--- src/rtl/store_pkg.sv ---
// Shared store-buffer definitions: store opcodes plus byte-enable and lane-replication helpers.
// Helpers are sized for the widest (64-bit) word; callers truncate to their own lane count.
package store_pkg;

  localparam logic [5:0] OP_SB = 6'b101000;
  localparam logic [5:0] OP_SH = 6'b101001;
  localparam logic [5:0] OP_SW = 6'b101011;
  localparam logic [5:0] OP_SD = 6'b111111;

  localparam int MAX_NB = 8;

  // Offset bits below the access size are dropped here, which is what gives forced alignment.
  function automatic logic [MAX_NB-1:0] gen_be(input logic [5:0] op, input logic [2:0] off);
    logic [MAX_NB-1:0] be;
    be = '0;
    case (op)
      OP_SB:   be = 8'h01 << off;
      OP_SH:   be = 8'h03 << {off[2:1], 1'b0};
      OP_SW:   be = 8'h0F << {off[2], 2'b00};
      OP_SD:   be = 8'hFF;
      default: be = '0;
    endcase
    return be;
  endfunction

  function automatic logic [8*MAX_NB-1:0] rep_data(input logic [5:0] op, input logic [8*MAX_NB-1:0] d);
    logic [8*MAX_NB-1:0] r;
    r = '0;
    case (op)
      OP_SB:   r = {8{d[7:0]}};
      OP_SH:   r = {4{d[15:0]}};
      OP_SW:   r = {2{d[31:0]}};
      OP_SD:   r = d;
      default: r = '0;
    endcase
    return r;
  endfunction

endpackage

--- src/rtl/store_fifo.sv ---
// Generic synchronous FIFO with register-held storage, full/empty flags and an occupancy count.
// Push while full and pop while empty are ignored.
module store_fifo #(
  parameter int WIDTH = 8,
  parameter int DEPTH = 4,
  localparam int PW = $clog2(DEPTH)
) (
  input  logic             clk,
  input  logic             reset,
  input  logic             push_i,
  input  logic [WIDTH-1:0] wdata_i,
  input  logic             pop_i,
  output logic [WIDTH-1:0] rdata_o,
  output logic             full_o,
  output logic             empty_o,
  output logic [PW:0]      count_o
);

  logic [WIDTH-1:0] mem_q [DEPTH];
  logic [PW-1:0]    wr_ptr_q, wr_ptr_d;
  logic [PW-1:0]    rd_ptr_q, rd_ptr_d;
  logic [PW:0]      count_q, count_d;
  logic             do_push, do_pop;

  assign full_o  = (count_q == (PW+1)'(DEPTH));
  assign empty_o = (count_q == '0);
  assign do_push = push_i & ~full_o;
  assign do_pop  = pop_i & ~empty_o;

  // Pointers are exactly log2(DEPTH) wide, so they wrap modulo DEPTH for free.
  always_comb begin
    wr_ptr_d = wr_ptr_q;
    rd_ptr_d = rd_ptr_q;
    count_d  = count_q;
    if (do_push) wr_ptr_d = wr_ptr_q + 1'b1;
    if (do_pop)  rd_ptr_d = rd_ptr_q + 1'b1;
    case ({do_push, do_pop})
      2'b10:   count_d = count_q + 1'b1;
      2'b01:   count_d = count_q - 1'b1;
      default: count_d = count_q;
    endcase
  end

  always_ff @(posedge clk) begin
    if (reset) begin
      wr_ptr_q <= '0;
      rd_ptr_q <= '0;
      count_q  <= '0;
      for (int i = 0; i < DEPTH; i++) mem_q[i] <= '0;
    end else begin
      wr_ptr_q <= wr_ptr_d;
      rd_ptr_q <= rd_ptr_d;
      count_q  <= count_d;
      if (do_push) mem_q[wr_ptr_q] <= wdata_i;
    end
  end

  assign rdata_o = mem_q[rd_ptr_q];
  assign count_o = count_q;

endmodule

--- src/rtl/store_buffer_unit.sv ---
// Store buffer: decodes SB/SH/SW/SD into byte enables plus lane-replicated data and queues them for memory.
// Define STORE_MISALIGN_EXC_EN to trap misaligned stores instead of force-aligning them.
module store_buffer_unit
  import store_pkg::*;
#(
  parameter int DATA_W = 32,
  parameter int ADDR_W = 32,
  parameter int DEPTH  = 4,
  localparam int NB = DATA_W / 8,
  localparam int OW = $clog2(NB),
  localparam int CW = $clog2(DEPTH) + 1
) (
  input  logic              clk,
  input  logic              reset,
  input  logic              st_valid,
  output logic              st_ready,
  input  logic [5:0]        st_op,
  input  logic [ADDR_W-1:0] st_addr,
  input  logic [DATA_W-1:0] st_data,
  output logic              mem_valid,
  input  logic              mem_ready,
  output logic [ADDR_W-1:0] mem_addr,
  output logic [NB-1:0]     mem_be,
  output logic [DATA_W-1:0] mem_wdata,
  output logic              buf_empty,
  output logic [CW-1:0]     buf_count,
  output logic              st_exc,
  output logic [ADDR_W-1:0] exc_addr
);

  typedef struct packed {
    logic [ADDR_W-1:0] addr;
    logic [NB-1:0]     be;
    logic [DATA_W-1:0] wdata;
  } entry_t;

  entry_t     push_ent, head_ent;
  logic [2:0] off;
  logic       is_store, hs, push, pop, full, empty;

  assign off = 3'(st_addr[OW-1:0]);

  always_comb begin
    is_store = 1'b0;
    case (st_op)
      OP_SB, OP_SH, OP_SW: is_store = 1'b1;
      OP_SD:               is_store = (DATA_W == 64);
      default:             is_store = 1'b0;
    endcase
  end

  assign st_ready       = ~full;
  assign hs             = st_valid & st_ready;
  assign push_ent.addr  = {st_addr[ADDR_W-1:OW], {OW{1'b0}}};
  assign push_ent.be    = NB'(gen_be(st_op, off));
  assign push_ent.wdata = DATA_W'(rep_data(st_op, 64'(st_data)));

`ifdef STORE_MISALIGN_EXC_EN
  logic              misaligned, exc_d, exc_q;
  logic [ADDR_W-1:0] exc_addr_d, exc_addr_q;

  always_comb begin
    misaligned = 1'b0;
    case (st_op)
      OP_SH:   misaligned = off[0];
      OP_SW:   misaligned = |off[1:0];
      OP_SD:   misaligned = |off;
      default: misaligned = 1'b0;
    endcase
  end

  // A misaligned store is still consumed; it just never reaches the queue.
  assign push       = hs & is_store & ~misaligned;
  assign exc_d      = hs & is_store & misaligned;
  assign exc_addr_d = exc_d ? st_addr : exc_addr_q;

  always_ff @(posedge clk) begin
    if (reset) begin
      exc_q      <= 1'b0;
      exc_addr_q <= '0;
    end else begin
      exc_q      <= exc_d;
      exc_addr_q <= exc_addr_d;
    end
  end

  assign st_exc   = exc_q;
  assign exc_addr = exc_addr_q;
`else
  assign push     = hs & is_store;
  assign st_exc   = 1'b0;
  assign exc_addr = '0;
`endif

  assign pop = mem_valid & mem_ready;

  store_fifo #(
    .WIDTH ($bits(entry_t)),
    .DEPTH (DEPTH)
  ) u_fifo (
    .clk     (clk),
    .reset   (reset),
    .push_i  (push),
    .wdata_i (push_ent),
    .pop_i   (pop),
    .rdata_o (head_ent),
    .full_o  (full),
    .empty_o (empty),
    .count_o (buf_count)
  );

  assign mem_valid = ~empty;
  assign mem_addr  = head_ent.addr;
  assign mem_be    = head_ent.be;
  assign mem_wdata = head_ent.wdata;
  assign buf_empty = empty;

endmodule
--- config.mk ---
export PLATFORM = sky130hd
export DESIGN_NAME = store_buffer_unit
export DESIGN_NICKNAME = d
export VERILOG_FILES = /design/src/rtl/store_pkg.sv /design/src/rtl/store_fifo.sv /design/src/rtl/store_buffer_unit.sv
export SDC_FILE = /design/constraint.sdc
export NUM_CORES = 1
export LEC_CHECK = 0
export BUFFER_PORTS_ARGS = -buffer_cell sky130_fd_sc_hd__buf_2
export CORE_MARGIN = 2
export CORE_UTILIZATION = 50
export CTS_CLUSTER_DIAMETER = 60
export CTS_CLUSTER_SIZE = 16
export DETAILED_ROUTE_END_ITERATION = 10
export PLACE_DENSITY = 0.77
export SYNTH_ARGS = -nofsm -noshare
export SYNTH_HDL_FRONTEND = slang
export SYNTH_SLANG_ARGS = --single-unit
--- constraint.sdc ---
create_clock -name clk -period 4.1 [get_ports clk]
set_clock_uncertainty 0.1 [all_clocks]
set_input_delay 0.82 -clock clk [delete_from_list [all_inputs] [get_ports clk]]
set_output_delay 0.82 -clock clk [all_outputs]
set_load 0.05 [all_outputs]
Word level (Yosys, flattened, before mapping) --
Memory sizes are Yosys's and may differ from the RTL's. A register that Yosys moved wholly into a read port is not among the register bits. Cells that the tools add are included.
Storage, ports and cells: bits in registers 7, bits in latches 0, bits in writable memories 264, memory bits (read-only) 0, memories 1
Operators by class: $add $sub $neg 4, multipliers 0, div/mod/pow operators 0, $lt $le $gt $ge 0, equality and inequality tests 7, shift-type cells 2, muxes and demuxes 14, bitwise logic cells 7, reductions and logical operators 4
Memory list:
- u_fifo.mem_q | depth 4, bits a word 66, rd ports 1, clocked after memory_dff 1, wr ports 4, RTL line store_fifo.sv:19 | logic [WIDTH-1:0] mem_q [DEPTH];
Operators with widths (number):
- one-hot mux 32 bit (4 select lines) | 1
- 2-to-1 mux 66 bit | 1
- OR reduction 66 bit | 1
- == test 6 bit, second input constant | 4
- one-hot mux 4 bit (4 select lines) | 1
- 2-to-1 mux 1 bit | 7
- 2-to-1 mux 2 bit | 3
- one-hot mux 3 bit (2 select lines) | 1
- AND 1 bit | 5
- adder 2 x 1 -> 2 bit, second input constant | 2
- left shift 1 x 2 -> 4 bit, first input constant | 1
- left shift 2 x 2 -> 4 bit, first input constant | 1
- adder 3 x 1 -> 3 bit, second input constant | 1
- == test 3 bit, second input constant | 1
- zero test 3 bit | 1
- OR reduction 3 bit | 1
- subtractor 3 x 1 -> 3 bit, second input constant | 1
- == test 2 x 1 -> 1 bit, second input constant | 1
- == test 2 bit, second input constant | 1
- inverter 1 bit | 2
- nonzero test 2 bit | 1

Longest topological paths before layout --
Gate-level depths: netlist of the first run.
depth in word-level cells 10, mapped depth 11, gate-level depth less buffers 9

Cells and area by module --
From an unflattened synthesis of the first run, not the netlist that was laid out.
Unflattened totals: cell total of the unflattened synthesis 819, area, all modules 13032.5 sq um
By module, submodules not included:
- store_fifo | times used 1, cells an instance 710, area each 12172.9 sq um, seq. area each 8348.0 sq um
- store_buffer_unit | times used 1, cells an instance 109, area each 859.6 sq um, seq. area each 0.0 sq um

Worst setup path before layout of the first run --
No wires, ideal clock.
path kind input to register, start point input st_op[0], end point memory u_fifo.mem_q[1][0] (netlist bit), enable pin, setup time 0.435 ns, arrival time 3.220 ns, data required time 3.565 ns, path slack 0.345 ns, cell stages on the path 6, path buffers 2, cells stage by stage clkbuf_1 -> nand2b_1 -> and4_1 -> clkbuf_1 -> nand3_1 -> nand2b_1
RTL lines:
- start, declared | RTL line store_buffer_unit.sv:17 | input logic [5:0] st_op,
- end, declared | RTL line store_fifo.sv:19

==> results.py, run 1 <==
metrics = {
    "global_routing": {
        "antenna_found_initial": 1,
        "first_global_vias": 7245,
        "grt_pass1_wl_um": 41600,
        "grt_overflow": 0,
        "grtUsageTotal_pct": 21.3,
        "grt_max_degree": 67,
    },
    "cts": {
        "hold_buffers": 0,
        "cts_sinks": 273,
        "cts_buffer_depth": 3,
        "cts_resized": 0,
        "clk_latency_ns": 0.51,
        "cts_tree": "yes",
        "htreeDepth": 1,
        "cts_setup_buffers": 0,
        "root_buffer": "clkbuf_16",
        "path_clk_slew_ns": 0.07,
        "cts_buffers": 22,
    },
    "placed_design": {
        "gp_congestion": 0.779,
        "hpwl_um": 16700,
        "io_buffers": 145,
    },
    "synthesis": {
        "yosysSeqAreaShare_pct": 66.0,
        "synth_top_area_share_pct": 64.5,
        "synth_edf_count": 264,
        "synth_top_family_by_area": "simple AND/OR/NAND/NOR gates",
        "synthAdderAreaFrac_pct": 0.265,
        "synth_compound_area_share_pct": 2.67,
        "yosysWarnings": 0,
        "synth_area_leader_cell": "edfxtp_1",
        "syn_area_mm2": 0.0123,
        "yosys-mux-area-fraction_pct": 12.1,
        "yosys-top-cells-area": "edfxtp_1 65%, mux4_2 12%, and2_1 5.8%",
        "synth_cells": 801,
        "synthArstFlopShare_pct": 0,
        "avgSynthCellArea_um2": 15.3,
        "synthXorXnorAreaFrac_pct": 0.357,
        "ys_seq_elements": 273,
        "synth_flop_cell": "edfxtp_1",
        "yosysUniqueCellTypes": 40,
        "synth_simple_gate_area_share_pct": 13.6,
    },
    "sta": {
        "worst_pin_slew_ns": 0.831,
        "whs_ns": 0.434,
        "slew_violations": 0,
        "fin_crit_sh_pct": 80.9,
        "fin_tns_setup_ns": 0,
        "max_freq_mhz": 301,
        "setup-violations-final": 0,
        "fin_crit_ns": 3.32,
        "rsz0062_at_grt": "no",
        "slew_headroom_pct": 44.6,
        "hold_violations": 0,
    },
    "worst_setup_path": {
        "start_kind": "register",
        "required_ns": 3.18,
        "r2r_cells": 9,
        "rrSetupSlack_ns": 1.54,
        "cp-end-kind": "output pin",
        "rr_startpoint": "u_fifo.count_o[2]",
        "crit_arrival_ns": 2.40,
        "worst_r2r_endpoint": "u_fifo.count_o[2]",
        "crit_type": "register to output pin",
        "crit_fanout": 24,
    },
    "route": {
        "drtAntennaViolNets": 0,
        "drc": 0,
        "drtIter0Drc": 771,
        "drtPass1Iterations": 5,
        "via_count": 7132,
        "wire_per_inst_um": 21.8,
        "wirelength_um": 27800,
        "viasPerCell": 5.61,
    },
    "power_and_ir_drop": {
        "pwr_density_cell_mw_per_mm2": 416,
        "seqPwrFrac_pct": 54.7,
        "power_frac_clock_pct": 36.2,
        "cellLeakagePower_nw": 5.21,
        "p_switching_mw": 1.38,
        "p_int_mw": 4.41,
        "swShare_pct": 23.8,
        "p_comb_share_pct": 9.1,
        "irDropWorstVdd_v": 0.000219,
    },
    "floorplanning": {
        "start_util_pct": 50.7,
        "die_h_um": 161,
        "core_area_mm2": 0.0242,
        "rows": 57,
        "pin_count": 181,
        "fp.dieArea_mm2": 0.0258,
        "fp.dieW_um": 161,
    },
    "finish": {
        "drive_gt1_share_pct": 28.7,
        "fillerInstances": 1942,
        "area.growth.synth_to_final_pct": 13.1,
        "layout_commonest_cell": "edfxtp_1",
        "diodes": 0,
        "layout_common_cells": "264 x edfxtp_1, 145 x buf_2, 122 x nor2_1",
        "nets": 1007,
    },
    "hold_path": {
        "holdPathStages": 2,
        "holdCritStartpoint": "u_fifo.rd_ptr_q[1]",
        "hold_class": "register to register",
        "hold_path_end": "u_fifo.rd_ptr_q[1]",
    },
    "job": {
        "maxCapViolCount": 0,
    },
    "status": {
        "outcome": "finished, final reports clean",
    },
}
## Yosys cell counts (4+ instances only)
library cell and count:
buf_2 15, nand3_1 4, a21oi_1 7, a22oi_1 16, nand2_1 4, a32oi_1 8, a21o_1 9, nand2b_1 5
clkbuf_1 24, mux4_2 66, inv_1 6, edfxtp_1 264, nor2b_1 9, buf_6 10, nor2_1 122, dfxtp_1 9
and2_1 114, and3_1 39, buf_4 40
## stage by stage
step	cell area (µm²)	instances	power [mW]	setup slack, ns	utilization, %
floorplan	12400	835	3.62	0.345	-
global placement	13200	1231	3.75	0.963	54.4
detailed placement	13200	1231	3.76	0.800	54.4
CTS	13900	1271	5.82	0.713	57.3
global route	13900	1271	5.95	0.634	57.3
finish	13900	1271	5.78	0.782	57.3
## kinds of logic (layout without fill, tap and decap cells)
family | after synthesis | in the layout
adder cells (fa/ha/maj) | 2 | 2
AND/OR/NAND/NOR | 312 | 312
buffers and inverters | 97 | 209
XOR/XNOR | 5 | 5
AO/OA/AOI/OAI | 45 | 45
flip-flops | 273 | 273
multiplexers | 66 | 66
other | 1 | 35
## worst max path at each step
stage	startpoint	to	slack [ns]	cells past startpoint
6_report	register	mem_wdata[3]	0.78	3
3_3_place_gp	st_op[0]	u_fifo.mem_q[1][26]	0.96	6
3_5_place_dp	st_op[0]	u_fifo.mem_q[1][19]	0.80	6
2_1_floorplan	st_op[0]	u_fifo.mem_q[1][0]	0.34	6
5_1_grt	register	mem_wdata[3]	0.63	3
4_1_cts	register	mem_wdata[3]	0.71	3
## per-layer routing
| layer | vias up | global-route usage (%) | part of all wire [%] |
|---|---|---|---|
| li1 | 3166 | - | - |
| met1 | 3606 | 28.9 | 40 |
| met2 | 323 | 36.6 | 50 |
| met3 | 35 | 3.69 | 8.0 |
| met4 | 2 | 4.55 | 1.6 |
| met5 | - | 0 | 0.047 |
## power by group through the flow
stage	combinational, mW	sequential [mW]	clock (mW)
after floorplan	0.398	3.22	0
after global placement	0.525	3.22	0
after detailed placement	0.529	3.23	0
after CTS	0.530	3.17	2.12
after global routing	0.551	3.17	2.23
final	0.527	3.17	2.09
## registers in the layout, summed over array words and instances, names as in the netlist, named ones only
signal and count:
u_fifo.count_o 3, u_fifo.mem_q 264, u_fifo.rd_ptr_q 2, u_fifo.wr_ptr_q 2
## critical path, stage by stage (launching register included)
cell     delay (ns)
dfxtp_4        0.71
buf_4          0.37
mux4_2         0.57
buf_2          0.23
## layout make-up
type / instances / area [µm²] / area share (%)
Clock inverter: 4 / 62.6 / 0.450
Tap cell: 324 / 405 / 2.92
Sequential cell: 273 / 8120 / 58.4
Clock buffer: 36 / 634 / 4.57
Timing Repair Buffer: 163 / 923 / 6.65
Inverter: 6 / 22.5 / 0.162
Multi-Input combinational cell: 465 / 3730 / 26.8
Note: power is estimated with default switching activity, not from simulation.
==> run 2, diff against run 1 <==
ABC_AREA = 1   (was not set)
PLACE_DENSITY = 0.8   (was 0.77)
clock period = 2.9 ns   (was 4.1 ns; I/O delays follow)
==> run 2 against run 1 <==
Net effect: utilization up 1.3 points; highest routed layer is now met4; critical endpoint is now mem_wdata[23]; non-clock buffer count up 14; sequential power increased by 41%; synthesized cell count is 58% higher.
==> results.py, run 2 <==
metrics = {
    "status": {
        "outcome": "finished, final reports clean",
    },
    "sta": {
        "slew_violations": 0,
        "rsz0062_at_grt": "yes",
        "hold_violations": 0,
        "max_freq_mhz": 352,
        "finalWorstSetupSlack_ns": 0.0623,
        "fin_crit_ns": 2.84,
        "slew_headroom_pct": 34.8,
        "fin_tns_setup_ns": 0,
        "setup-violations-final": 0,
        "worst_pin_slew_ns": 0.978,
        "fin_crit_sh_pct": 97.9,
    },
    "worst_setup_path": {
        "crit_fanout": 35,
        "required_ns": 2.22,
        "crit_type": "register to output pin",
        "crit_arrival_ns": 2.16,
        "start_kind": "register",
        "cp-end-kind": "output pin",
    },
    "placed_design": {
        "gp_congestion": 0.878,
        "placed_cells": 1684,
        "placed_cell_area_mm2": 0.0139,
        "io_buffers": 145,
        "place_ws_ns": 0.368,
        "hpwl_um": 19300,
    },
    "synthesis": {
        "yosysMostFrequentCell": "nor2_1",
        "ys_seq_elements": 273,
        "synth_flop_cell": "edfxtp_1",
        "yosysWarnings": 0,
        "synth_edf_count": 264,
        "synth_cells": 1265,
        "synth_area_leader_cell": "edfxtp_1",
        "synth_top_area_share_pct": 62.0,
        "yosys-top-cells-area": "edfxtp_1 62%, nor2_1 8.5%, o21ai_0 5.4%",
        "yosysUniqueCellTypes": 31,
        "synthArstFlopShare_pct": 0,
        "syn_area_mm2": 0.0128,
        "avgSynthCellArea_um2": 10.1,
        "yosysSeqAreaShare_pct": 63.4,
        "synthTopCellsByCount": "289 x nor2_1, 264 x edfxtp_1, 137 x o21ai_0",
    },
    "job": {
        "maxCapViolCount": 0,
    },
    "finish": {
        "layout_commonest_cell": "nor2_1",
        "largest_register_ffs": 264,
        "layout_common_cells": "289 x nor2_1, 264 x edfxtp_1, 138 x buf_2",
        "nets": 1457,
        "fin_cells": 1728,
        "final_area_mm2": 0.0147,
        "area.growth.synth_to_final_pct": 15.1,
        "regMostFlops": "u_fifo.mem_q",
        "drive_gt1_share_pct": 20.0,
        "diodes": 0,
    },
    "floorplanning": {
        "rows": 58,
        "fp.dieArea_mm2": 0.0269,
        "fp.dieW_um": 164,
        "pin_count": 181,
        "start_util_pct": 50.9,
        "core_area_mm2": 0.0251,
        "die_h_um": 164,
    },
    "global_routing": {
        "antenna_found_initial": 0,
        "grtUsageTotal_pct": 23.0,
        "first_global_vias": 9188,
        "grt_overflow": 0,
        "grt_pass1_wl_um": 48000,
        "grt_max_degree": 91,
    },
    "cts": {
        "root_buffer": "clkbuf_16",
        "cts_buffers": 24,
        "cts_sinks": 273,
        "htreeDepth": 1,
        "clk_latency_ns": 0.52,
        "cts_tree": "yes",
        "path_clk_slew_ns": 0.06,
        "cts_buffer_depth": 3,
    },
    "power_and_ir_drop": {
        "irDropWorstVdd_v": 0.000525,
        "pwr_density_cell_mw_per_mm2": 587,
        "cellLeakagePower_nw": 5.97,
    },
    "route": {
        "drc": 0,
        "wire_per_inst_um": 18.1,
        "drtIter0Drc": 777,
        "drtPass1Iterations": 5,
        "wirelength_um": 31200,
        "via_count": 9566,
        "viasPerCell": 5.54,
        "drtAntennaViolNets": 0,
    },
    "hold_path": {
        "hold_class": "input port to register",
    },
}
run 2: changes by cell type in the layout (fill, tap and decap cells not counted), moves of 59 or more:
| cell | delta |
|---|---|
| and2_1 | -114 |
| inv_1 | +102 |
| mux4_2 | -66 |
| nand3_1 | +68 |
| nor2_1 | +167 |
| nor3_1 | +59 |
| o21ai_0 | +134 |
| o22ai_1 | +66 |
run 2: kinds of logic (layout without fill, tap and decap cells):
family,count (synthesis),count (layout),share of synthesized area (%)
flip-flops,273,273,63.4
other,1,35,0.0293
buffers and inverters,238,337,8.73
AO/OA/AOI/OAI,212,212,8.97
XOR/XNOR,1,1,0.0685
adder cells (fa/ha/maj),2,2,0.254
AND/OR/NAND/NOR,538,538,18.5
run 2: report_power, final:
part / leakage (nW) / switching [mW] / total [mW] / internal [mW]
combinational: 2.80 / 0.719 / 0.928 / 0.209
clock: 0.373 / 1.43 / 3.23 / 1.79
sequential: 2.80 / 0.0382 / 4.47 / 4.44
total: 5.97 / 2.19 / 8.63 / 6.44
run 2: worst paths after layout:
check | from | end | slack [ns] | cells past startpoint
setup / recovery | register | mem_wdata[23] | 0.06 | 5
hold / removal | reset | u_fifo.count_o[1] | 0.27 | 2
setup reg to reg | u_fifo.count_o[1] | u_fifo.count_o[2] | 0.71 | 10
hold reg to reg | u_fifo.rd_ptr_q[0] | register | 0.39 | 1
run 2: per-stage QoR:
step                      hold slack (ns)  util, %  total power, mW
after floorplan                     0.352        -             5.22
after global placement              0.366     55.4             5.47
after detailed placement            0.374     55.4             5.49
after CTS                           0.243     58.5             8.68
after global routing                0.267     58.6             8.89
final                               0.268     58.6             8.63
run 2: what timing repair did:
action | CTS | global route
endpoints found under the setup margin | 0 | 27
buffers inserted | 0 | 1
hold buffers | 0 | 0
gates resized for setup | 0 | 2
run 2: area by class of cell:
class                           instances  area (µm²)
Multi-Input combinational cell        788        3740
Inverter                              117         442
Clock inverter                         10         130
Clock buffer                           33         656
Tap cell                              330         413
Fill cell                            2088       10400
Sequential cell                       273        8120
Timing Repair Buffer                  177        1210
run 2: layer usage:
| layer | up-vias | share of wire, % | GRT usage [%] |
|---|---|---|---|
| li1 | 4496 | - | - |
| met1 | 4557 | 40 | 29.7 |
| met2 | 455 | 50 | 39.8 |
| met3 | 58 | 7.8 | 3.89 |
| met4 | 0 | 2.6 | 7.50 |
| met5 | - | 0 | 0 |
run 2: worst max-delay path, stage by stage (launching register included):
cell and delay, ns:
dfxtp_2 0.42, inv_2 0.28, buf_12 0.25, o21ai_0 0.12
o22ai_1 0.24, buf_2 0.32
